===== src/rtl/acc_cpu_if.sv =====
// Instruction-fetch bus between the accumulator core and its instruction source.
// The core drives pc/instr_ready and the source answers with instr/instr_valid.
interface acc_cpu_if #(
    parameter int PCW = 8
);
    logic [7:0]     instr;
    logic           instr_valid;
    logic           instr_ready;
    logic [PCW-1:0] pc;

    modport master (
        input  instr,
        input  instr_valid,
        output instr_ready,
        output pc
    );

    modport slave (
        output instr,
        output instr_valid,
        input  instr_ready,
        input  pc
    );
endinterface


===== src/rtl/acc_cpu_core.sv =====
// Accumulator CPU core: FETCH/DECODE/EXECUTE/HALT controller, register file, ALU, PC.
// Optional feature macro ACC_CPU_SHIFT_EN enables opcode 14 as a one-bit shift.
module acc_cpu_core #(
    parameter int DW    = 8,
    parameter int NREGS = 16,
    parameter int PCW   = 8
) (
    input  logic          clk,
    input  logic          reset,
    acc_cpu_if.master     fetch,
    output logic [DW-1:0] acc,
    output logic          zero,
    output logic          carry,
    output logic          halted
);
    localparam int IDXW = (NREGS > 1) ? $clog2(NREGS) : 1;

    localparam logic [3:0] OP_NOP   = 4'd0;
    localparam logic [3:0] OP_LDI   = 4'd1;
    localparam logic [3:0] OP_LDR   = 4'd2;
    localparam logic [3:0] OP_STR   = 4'd3;
    localparam logic [3:0] OP_ADD   = 4'd4;
    localparam logic [3:0] OP_SUB   = 4'd5;
    localparam logic [3:0] OP_AND   = 4'd6;
    localparam logic [3:0] OP_OR    = 4'd7;
    localparam logic [3:0] OP_XOR   = 4'd8;
    localparam logic [3:0] OP_INC   = 4'd9;
    localparam logic [3:0] OP_DEC   = 4'd10;
    localparam logic [3:0] OP_JMP   = 4'd11;
    localparam logic [3:0] OP_JZ    = 4'd12;
    localparam logic [3:0] OP_JC    = 4'd13;
    localparam logic [3:0] OP_SHIFT = 4'd14;
    localparam logic [3:0] OP_HLT   = 4'd15;

    typedef enum logic [1:0] {
        S_FETCH,
        S_DECODE,
        S_EXECUTE,
        S_HALT
    } state_t;

    state_t          r_state;
    logic [7:0]      r_ir;
    logic [DW-1:0]   r_opnd;
    logic [DW-1:0]   r_acc;
    logic            r_carry;
    logic [PCW-1:0]  r_pc;
    logic            r_ready;
    logic            r_halted;
    logic [DW-1:0]   r_regs [NREGS];

    logic [3:0]      w_op;
    logic [IDXW-1:0] w_idx;
    logic            w_idx_ok;
    logic [DW-1:0]   w_imm_dw;
    logic [PCW-1:0]  w_imm_pc;
    logic [DW:0]     w_sum;
    logic [DW:0]     w_diff;
    logic [DW:0]     w_inc;
    logic [DW:0]     w_dec;
    logic [DW-1:0]   w_acc_next;
    logic            w_carry_next;
    logic [PCW-1:0]  w_pc_next;
    logic            w_reg_we;
    logic            w_halt;

    assign w_op     = r_ir[7:4];
    assign w_idx    = r_ir[IDXW-1:0];
    assign w_idx_ok = (int'(w_idx) < NREGS);
    assign w_imm_dw = DW'(r_ir[3:0]);
    assign w_imm_pc = PCW'(r_ir[3:0]);

    // Bit DW of each extended result is carry-out (add/inc) or borrow (sub/dec).
    assign w_sum  = {1'b0, r_acc} + {1'b0, r_opnd};
    assign w_diff = {1'b0, r_acc} - {1'b0, r_opnd};
    assign w_inc  = {1'b0, r_acc} + (DW+1)'(1);
    assign w_dec  = {1'b0, r_acc} - (DW+1)'(1);

    always_comb begin
        w_acc_next   = r_acc;
        w_carry_next = r_carry;
        w_pc_next    = r_pc + PCW'(1);
        w_reg_we     = 1'b0;
        w_halt       = 1'b0;
        case (w_op)
            OP_NOP: ;
            OP_LDI: w_acc_next = w_imm_dw;
            OP_LDR: w_acc_next = r_opnd;
            OP_STR: w_reg_we   = w_idx_ok;
            OP_ADD: begin
                w_acc_next   = w_sum[DW-1:0];
                w_carry_next = w_sum[DW];
            end
            OP_SUB: begin
                w_acc_next   = w_diff[DW-1:0];
                w_carry_next = w_diff[DW];
            end
            OP_AND: w_acc_next = r_acc & r_opnd;
            OP_OR:  w_acc_next = r_acc | r_opnd;
            OP_XOR: w_acc_next = r_acc ^ r_opnd;
            OP_INC: begin
                w_acc_next   = w_inc[DW-1:0];
                w_carry_next = w_inc[DW];
            end
            OP_DEC: begin
                w_acc_next   = w_dec[DW-1:0];
                w_carry_next = w_dec[DW];
            end
            OP_JMP: w_pc_next = w_imm_pc;
            OP_JZ:  if (r_acc == '0) w_pc_next = w_imm_pc;
            OP_JC:  if (r_carry) w_pc_next = w_imm_pc;
            OP_SHIFT: begin
`ifdef ACC_CPU_SHIFT_EN
                if (r_ir[0]) begin
                    w_acc_next   = {1'b0, r_acc[DW-1:1]};
                    w_carry_next = r_acc[0];
                end else begin
                    w_acc_next   = {r_acc[DW-2:0], 1'b0};
                    w_carry_next = r_acc[DW-1];
                end
`else
                w_acc_next   = r_acc;
                w_carry_next = r_carry;
`endif
            end
            OP_HLT: begin
                w_pc_next = r_pc;
                w_halt    = 1'b1;
            end
            default: ;
        endcase
    end

    // r_ready is held low through reset and rises on the first edge after release.
    always_ff @(posedge clk or negedge reset) begin
        if (!reset) begin
            r_state  <= S_FETCH;
            r_ir     <= '0;
            r_opnd   <= '0;
            r_acc    <= '0;
            r_carry  <= 1'b0;
            r_pc     <= '0;
            r_ready  <= 1'b0;
            r_halted <= 1'b0;
            for (int i = 0; i < NREGS; i++) begin
                r_regs[i] <= '0;
            end
        end else begin
            case (r_state)
                S_FETCH: begin
                    if (r_ready && fetch.instr_valid) begin
                        r_ir    <= fetch.instr;
                        r_ready <= 1'b0;
                        r_state <= S_DECODE;
                    end else begin
                        r_ready <= 1'b1;
                    end
                end
                S_DECODE: begin
                    r_opnd  <= w_idx_ok ? r_regs[w_idx] : '0;
                    r_state <= S_EXECUTE;
                end
                S_EXECUTE: begin
                    r_acc   <= w_acc_next;
                    r_carry <= w_carry_next;
                    r_pc    <= w_pc_next;
                    if (w_reg_we) begin
                        r_regs[w_idx] <= r_acc;
                    end
                    if (w_halt) begin
                        r_state  <= S_HALT;
                        r_halted <= 1'b1;
                        r_ready  <= 1'b0;
                    end else begin
                        r_state <= S_FETCH;
                        r_ready <= 1'b1;
                    end
                end
                S_HALT: begin
                    r_ready  <= 1'b0;
                    r_halted <= 1'b1;
                end
                default: r_state <= S_FETCH;
            endcase
        end
    end

    assign fetch.instr_ready = r_ready;
    assign fetch.pc          = r_pc;
    assign acc               = r_acc;
    assign zero              = (r_acc == '0);
    assign carry             = r_carry;
    assign halted            = r_halted;
endmodule


===== src/flat_wrapper.sv =====
// flat-port wrapper written by rule: the top's interface ports become plain ports
module acc_cpu_core_flat 
#(
    parameter int DW    = 8,
    parameter int NREGS = 16,
    parameter int PCW   = 8
)
  (clk, reset, acc, zero, carry, halted, fetch_instr, fetch_instr_valid, fetch_instr_ready, fetch_pc);
  acc_cpu_if #(.PCW(PCW)) fetch_i ();
  input  logic clk;
  input  logic reset;
  output logic [DW-1:0] acc;
  output logic zero;
  output logic carry;
  output logic halted;
  input wire logic [$bits(fetch_i.instr)-1:0] fetch_instr;
  input wire logic [$bits(fetch_i.instr_valid)-1:0] fetch_instr_valid;
  output wire logic [$bits(fetch_i.instr_ready)-1:0] fetch_instr_ready;
  output wire logic [$bits(fetch_i.pc)-1:0] fetch_pc;
  assign fetch_i.instr = fetch_instr;
  assign fetch_i.instr_valid = fetch_instr_valid;
  assign fetch_instr_ready = fetch_i.instr_ready;
  assign fetch_pc = fetch_i.pc;
  acc_cpu_core #(.DW(DW), .NREGS(NREGS), .PCW(PCW)) u_core (.clk(clk), .reset(reset), .fetch(fetch_i), .acc(acc), .zero(zero), .carry(carry), .halted(halted));
endmodule

===== config.mk =====
export PLATFORM = sky130hd
export DESIGN_NAME = acc_cpu_core_flat
export DESIGN_NICKNAME = d
export VERILOG_FILES = /design/src/rtl/acc_cpu_if.sv /design/src/rtl/acc_cpu_core.sv /design/src/flat_wrapper.sv
export SDC_FILE = /design/constraint.sdc
export NUM_CORES = 1
export LEC_CHECK = 0
export ABC_AREA = 1
export CAP_MARGIN = 20
export CORE_UTILIZATION = 25
export CTS_BUF_LIST = sky130_fd_sc_hd__clkbuf_8
export CTS_CLUSTER_SIZE = 28
export DETAILED_ROUTE_END_ITERATION = 7
export GPL_ROUTABILITY_DRIVEN = 0
export PLACE_DENSITY = 0.47
export REMOVE_ABC_BUFFERS = 1
export SLEW_MARGIN = 15
export SYNTH_ARGS = -nofsm -noshare
export SYNTH_HDL_FRONTEND = slang
export SYNTH_SLANG_ARGS = --single-unit
export TNS_END_PERCENT = 1

===== constraint.sdc =====
create_clock -name clk -period 3.4 [get_ports clk]
set_input_delay 0.68 -clock clk [delete_from_list [all_inputs] [get_ports clk]]
set_output_delay 0.68 -clock clk [all_outputs]
set_load 0.01 [all_outputs]

==> results.yml, run 1 <==
synthesis:
  synth_area_mm2: 0.00913
  synth_seq_area_share: 0.452
  avgSynthCellArea_um2: 7.98
  post-synth-top-count-cell: "nand2_1"
  yosys.cell_types.count: 39
  yosysTopAreaCell: "dfrtp_1"
  synth_enable_flop_cells: 0
  synthArstFlopShare: 1.00
  synthXorXnorAreaFrac: 0.00192
  ys.flop_type: "dfrtp_1"
  ys_ff_latch: 165
  yosys_warnings: 0
  netlist_top_cells_area: "dfrtp_1 (45%), nand2_1 (15%), a22oi_1 (5.3%), o21ai_0 (4.6%), ha_1 (4.2%)"
  synth_commonest_cells: "nand2_1 (358), dfrtp_1 (165), nor2_1 (95)"
  synthMuxAreaShare: 0
  synth_simple_gate_area_frac: 0.257
  synth_top_cell_area_share: 0.452
  netlist_instances: 1144
  synth_fa_ha_area_frac: 0.0468
  synth_compound_gate_area_share: 0.177
  synth_top_family_by_area: "simple AND/OR/NAND/NOR gates"
floorplan:
  die-area_mm2: 0.0373
  core_area_mm2: 0.0357
  die_y_um: 193
  fp-row-count: 69
  io_pins: 31
  die_w_um: 193
  initial_core_util: 0.256
clock_network:
  cts_setup_buffers: 0
  clock_latency_ps: 460
  clock-sinks: 165
  cts-buffers-inserted: 17
  cts-resized-gates: 0
  root_buffer: "clkbuf_8"
  cts_tree: "done"
  cts_htree_levels: 4
  ctsLongestPathBuffers: 2
  clk_pin_slew_ps: 100
  cts_hold_buf: 0
place:
  dp_hpwl_mm: 18.4
  place_inst: 1603
  io_buffers: 30
critical_path:
  arrival_ps: 2370
  crit_cells: 5
  worst-path-buf-inv: 2
  r2r_end: "u_core.acc[2]"
  cp_cell_sequence: "inv_1, ha_1, nand2_1, nor2_1, clkdlybuf4s50_1"
  crit_path_end: "zero"
  cp-end-kind: "output port"
  critical_path_class: "reg -> out"
  crit_path_top_delay_cell: "clkdlybuf4s50_1"
  startpoint: "u_core.acc[1]"
  reg2reg_depth: 12
  cpLargestDelayFamily: "buffers and inverters"
  startpoint_type: "flip-flop"
  r2r-start: "u_core.acc[0]"
  cp_max_fo: 10
  reg2reg_slack_ps: 920
  max_stage_delay_ps: 610
  required_ps: 2720
sta:
  grt_setup_unrepaired: "no"
  period_needed_ps: 3050
  slew_violations: 0
  setup_tns_ps: 0
  post-route-period-util: 0.896
  max_freq_mhz: 328
  clock_skew_ps: 18.3
  max_slew_margin: 0.497
  setup_viol: 0
  worst_slew_pin_slew_ps: 753
  hold_violations: 0
power_and_ir_drop:
  power_mw: 7.08
  seq_power_share: 0.346
  p_int_mw: 3.80
  clockPowerShare: 0.221
  p_per_area_mw_per_mm2: 686
  p_leak_nw: 4.81
  p_sw_frac: 0.463
  p_comb_frac: 0.433
  peakVddDrop_v: 0.000267
  power.switching_mw: 3.28
routing:
  detail-route-antenna-nets: 0
  vias: 7662
  dr.first_iter.drc_count: 563
  viasPerCell: 4.69
  routed_wl_mm: 26.9
  first_pass_iters: 7
  detail_route.wl_per_cell_um: 16.4
  drc: 0
global_route:
  grt_overflow: 0
  grt_pass1_vias: 7469
  grt_max_degree: 65
  grt.total_usage: 0.151
  antenna_found_initial: 0
  grt_pass1_wl_mm: 43.1
final_layout:
  fin_cells: 1635
  fill_cells: 3871
  drive_gt1_frac: 0.106
  final_nets: 1205
  antennaDiodeCount: 0
  area_growth_pct: 13.1
job:
  maxCapViolations: 0
min_path:
  hold_class: "in -> async"
status:
  status: "finished, final reports clean"
[layout make-up]
class	count	area [um2]	share of cell area
Clock inverter	14	184	0.0178
Sequential cell	165	4130	0.400
Multi-Input combinational cell	849	4410	0.427
Timing Repair Buffer	53	499	0.0483
Clock buffer	18	248	0.0240
Tap cell	461	577	0.0559
Inverter	75	282	0.0273
[layout by cell type, fill, tap and decap left out, drive strengths merged]
cell	instances
nand2	370
dfrtp	165
o21ai	146
nor2	98
inv	81
a22oi	64
nand3	63
a21oi	33
ha	31
clkdlybuf4s50	29
buf	24
clkbuf	18
nand4	10
nor3	9
nand3b	4
clkinv	4
o211ai	3
or2	3
a31oi	3
xor2	2
fa	2
clkinvlp	2
bufinv	2
nor3b	1
and3	1
o21a	1
and2	1
o221ai	1
o22ai	1
o211a	1
o2111ai	1
[worst min-delay path by stage]
stage / startpoint / to / slack [ps] / depth (start not counted)
floorplan: reset / u_core.acc[0] / 380 / 0
global placement: u_core.r_regs[116] / u_core.r_regs[116] / 460 / 2
detailed placement: u_core.r_regs[119] / u_core.r_regs[119] / 470 / 2
CTS: reset / u_core.fetch.pc[7] / 230 / 1
global route: reset / u_core.fetch.pc[5] / 220 / 1
finish: reset / u_core.fetch.pc[7] / 200 / 1
[registers in the layout, indices dropped and copies added, names as in the netlist]
register                  cells
u_core.fetch.pc               8
u_core.carry                  1
u_core.r_regs               128
u_core.r_ir                   8
u_core.halted                 1
u_core.acc                    8
u_core.r_opnd                 8
u_core.fetch.instr_ready      1
u_core.r_state                2
[logic make-up (layout without fill, tap and decap cells)]
kind of cell | Yosys count | in the layout
buf+inv | 130 | 160
compound gates | 254 | 254
fa+ha+maj | 33 | 33
xor+xnor | 2 | 2
flops | 165 | 165
simple gates | 560 | 560
[power by group through the flow]
stage	sequential (mW)	combinational (mW)	clock, mW
global placement	2.48	3.07	0
global route	2.49	3.43	1.70
floorplan	2.45	1.88	0
CTS	2.45	3.09	1.62
detailed placement	2.48	3.08	0
finish	2.45	3.07	1.56
[worst register-to-register path, stage by stage, from the launching register on]
cell and delay (ps):
dfrtp_1 460, inv_1 100, buf_4 310, ha_1 220, inv_1 80, fa_1 400
or2_2 310, nand3_1 80, nand2_1 50, nor2_1 140, nand3b_1 100, nand2_1 80
nand2_1 50
[through the flow]
step | cell area [um2] | hold slack [ps] | worst slack [ps] | utilization
after global routing | 10300 | 222 | 155 | 0.289
after CTS | 10300 | 228 | 302 | 0.289
after detailed placement | 9890 | 469 | 808 | 0.277
final | 10300 | 201 | 352 | 0.289
after global placement | 9890 | 465 | 838 | 0.277
after floorplan | 8820 | 384 | 1090 | -
[metal layers]
metal	GRT usage	share of wire	vias to the layer above
li1	-	-	3817
met1	0.212	0.50	3680
met2	0.243	0.46	146
met3	0.0237	0.032	19
met4	0.0306	0.012	0
met5	0	0	-
Power figures use the tool's default switching activity.
==> run 2: changes to the inputs <==
SKIP_LAST_GASP = 1   (was not set)
==> results of run 2 <==
No change in the layout: final DEF, timing and power equal those of run 1.
==> run 3: changes to the inputs <==
PLACE_DENSITY = not set   (was 0.47)
PLACE_DENSITY_LB_ADDON = 0.15   (was not set)
==> run 3 against run 2 <==
Sequential share of layout area is 0.097 points higher. Global-route usage grew 1.2 points. Clock skew increased by 2.6 ps. Die area unchanged. Via count is 0.81% higher. Sequential cell count unchanged. The run now ends with design-rule violations left. Critical path type unchanged. Clock power is 3% lower. Non-clock buffer count increased by 2. Utilization down 0.070 points. Setup slack got worse by 20 ps. Final cell count stayed put. Combinational power up 2%.
==> results.yml, run 3 (synthesis results as in run 1) <==
status:
  status: "finished with violations"
  violations: "design-rule violations"
min_path:
  hold_class: "in -> async"
global_route:
  grt_max_degree: 71
  grt.total_usage: 0.162
  grt_overflow: 0
  antenna_found_initial: 0
  grt_pass1_vias: 7617
  grt_pass1_wl_mm: 45.4
floorplan:
  die_y_um: 193
  initial_core_util: 0.256
  core_area_mm2: 0.0357
  die_w_um: 193
  io_pins: 31
  fp-row-count: 69
  die-area_mm2: 0.0373
routing:
  detail-route-antenna-nets: 0
  dr.first_iter.drc_count: 554
  drc: 7
  detail_route.wl_per_cell_um: 17.6
  viasPerCell: 4.72
  first_pass_iters: 7
  routed_wl_mm: 28.7
  vias: 7724
power_and_ir_drop:
  p_leak_nw: 4.80
  p_per_area_mw_per_mm2: 691
  peakVddDrop_v: 0.000254
sta:
  period_needed_ps: 3070
  setup_viol: 0
  slew_violations: 0
  hold_violations: 0
  max_freq_mhz: 326
  post-route-period-util: 0.902
  worst_slew_pin_slew_ps: 933
  setup_tns_ps: 0
  grt_setup_unrepaired: "no"
  clock_skew_ps: 20.9
  max_slew_margin: 0.376
final_layout:
  antennaDiodeCount: 0
  area_growth_pct: 12.8
  drive_gt1_frac: 0.106
  fin_util: 0.288
  final_nets: 1207
  regMostFlops: "u_core.r_regs"
  largest_register_ffs: 128
  layout_common_cells: "nand2_1 (358), dfrtp_1 (165), nor2_1 (94)"
  layout_commonest_cell: "nand2_1"
clock_network:
  cts_hold_buf: 0
  root_buffer: "clkbuf_8"
  clock_latency_ps: 470
  ctsLongestPathBuffers: 2
  clock-sinks: 165
  clk_pin_slew_ps: 110
  cts-buffers-inserted: 17
  cts_tree: "done"
  cts-resized-gates: 0
  cts_setup_buffers: 0
  cts_htree_levels: 4
critical_path:
  cp_max_fo: 10
  startpoint_type: "flip-flop"
  reg2reg_slack_ps: 970
  arrival_ps: 2390
  r2r-start: "u_core.r_state[0]"
  critical_path_class: "reg -> out"
  reg2reg_depth: 8
  required_ps: 2720
  r2r_end: "u_core.r_regs[0]"
  cp-end-kind: "output port"
job:
  maxCapViolations: 0
place:
  dp_hpwl_mm: 19.6
  io_buffers: 30
-- run 3: worst max path at each step --
| stage | from | endpoint | depth (start not counted) |
|---|---|---|---|
| after floorplan | u_core.acc[0] | u_core.acc[2] | 11 |
| after global placement | u_core.acc[1] | zero | 5 |
| after detailed placement | u_core.acc[1] | zero | 5 |
| after CTS | u_core.acc[1] | zero | 5 |
| after global routing | u_core.acc[1] | zero | 5 |
| final | u_core.acc[1] | zero | 5 |
-- run 3: routing by layer --
metal  track usage  share of wire  vias up
met2         0.254           0.45      163
met1         0.230           0.50     3713
met3        0.0273          0.037       20
li1              -              -     3828
met4        0.0424          0.013        0
met5             0              0        -
-- run 3: stage by stage --
stage	cell area [um2]	worst slack (ps)	cells	hold slack [ps]	total power, mW
floorplan	8820	1090	1089	384	4.32
global placement	9900	834	1605	465	5.65
detailed placement	9900	809	1605	469	5.65
CTS	10300	256	1635	120	7.21
global route	10300	89.4	1635	132	7.68
finish	10300	333	1635	136	7.12
-- run 3: cell type report --
cell class	instances	area, um2
Fill cell	3928	25400
Multi-Input combinational cell	849	4410
Sequential cell	165	4130
Tap cell	461	577
Timing Repair Buffer	55	502
Inverter	75	282
Clock buffer	18	248
Clock inverter	12	156
-- run 3: worst max-delay path: stages (launching register included) --
cell and delay [ps]:
dfrtp_1 530, inv_1 130, ha_1 250, nand2_1 100
nor2_1 310, clkdlybuf4s50_1 600
-- run 3: where the power goes --
part | total (mW) | internal (mW) | switching (mW)
Sequential | 2.46 | 2.16 | 0.296
Combinational | 3.13 | 0.942 | 2.19
Clock | 1.52 | 0.739 | 0.782
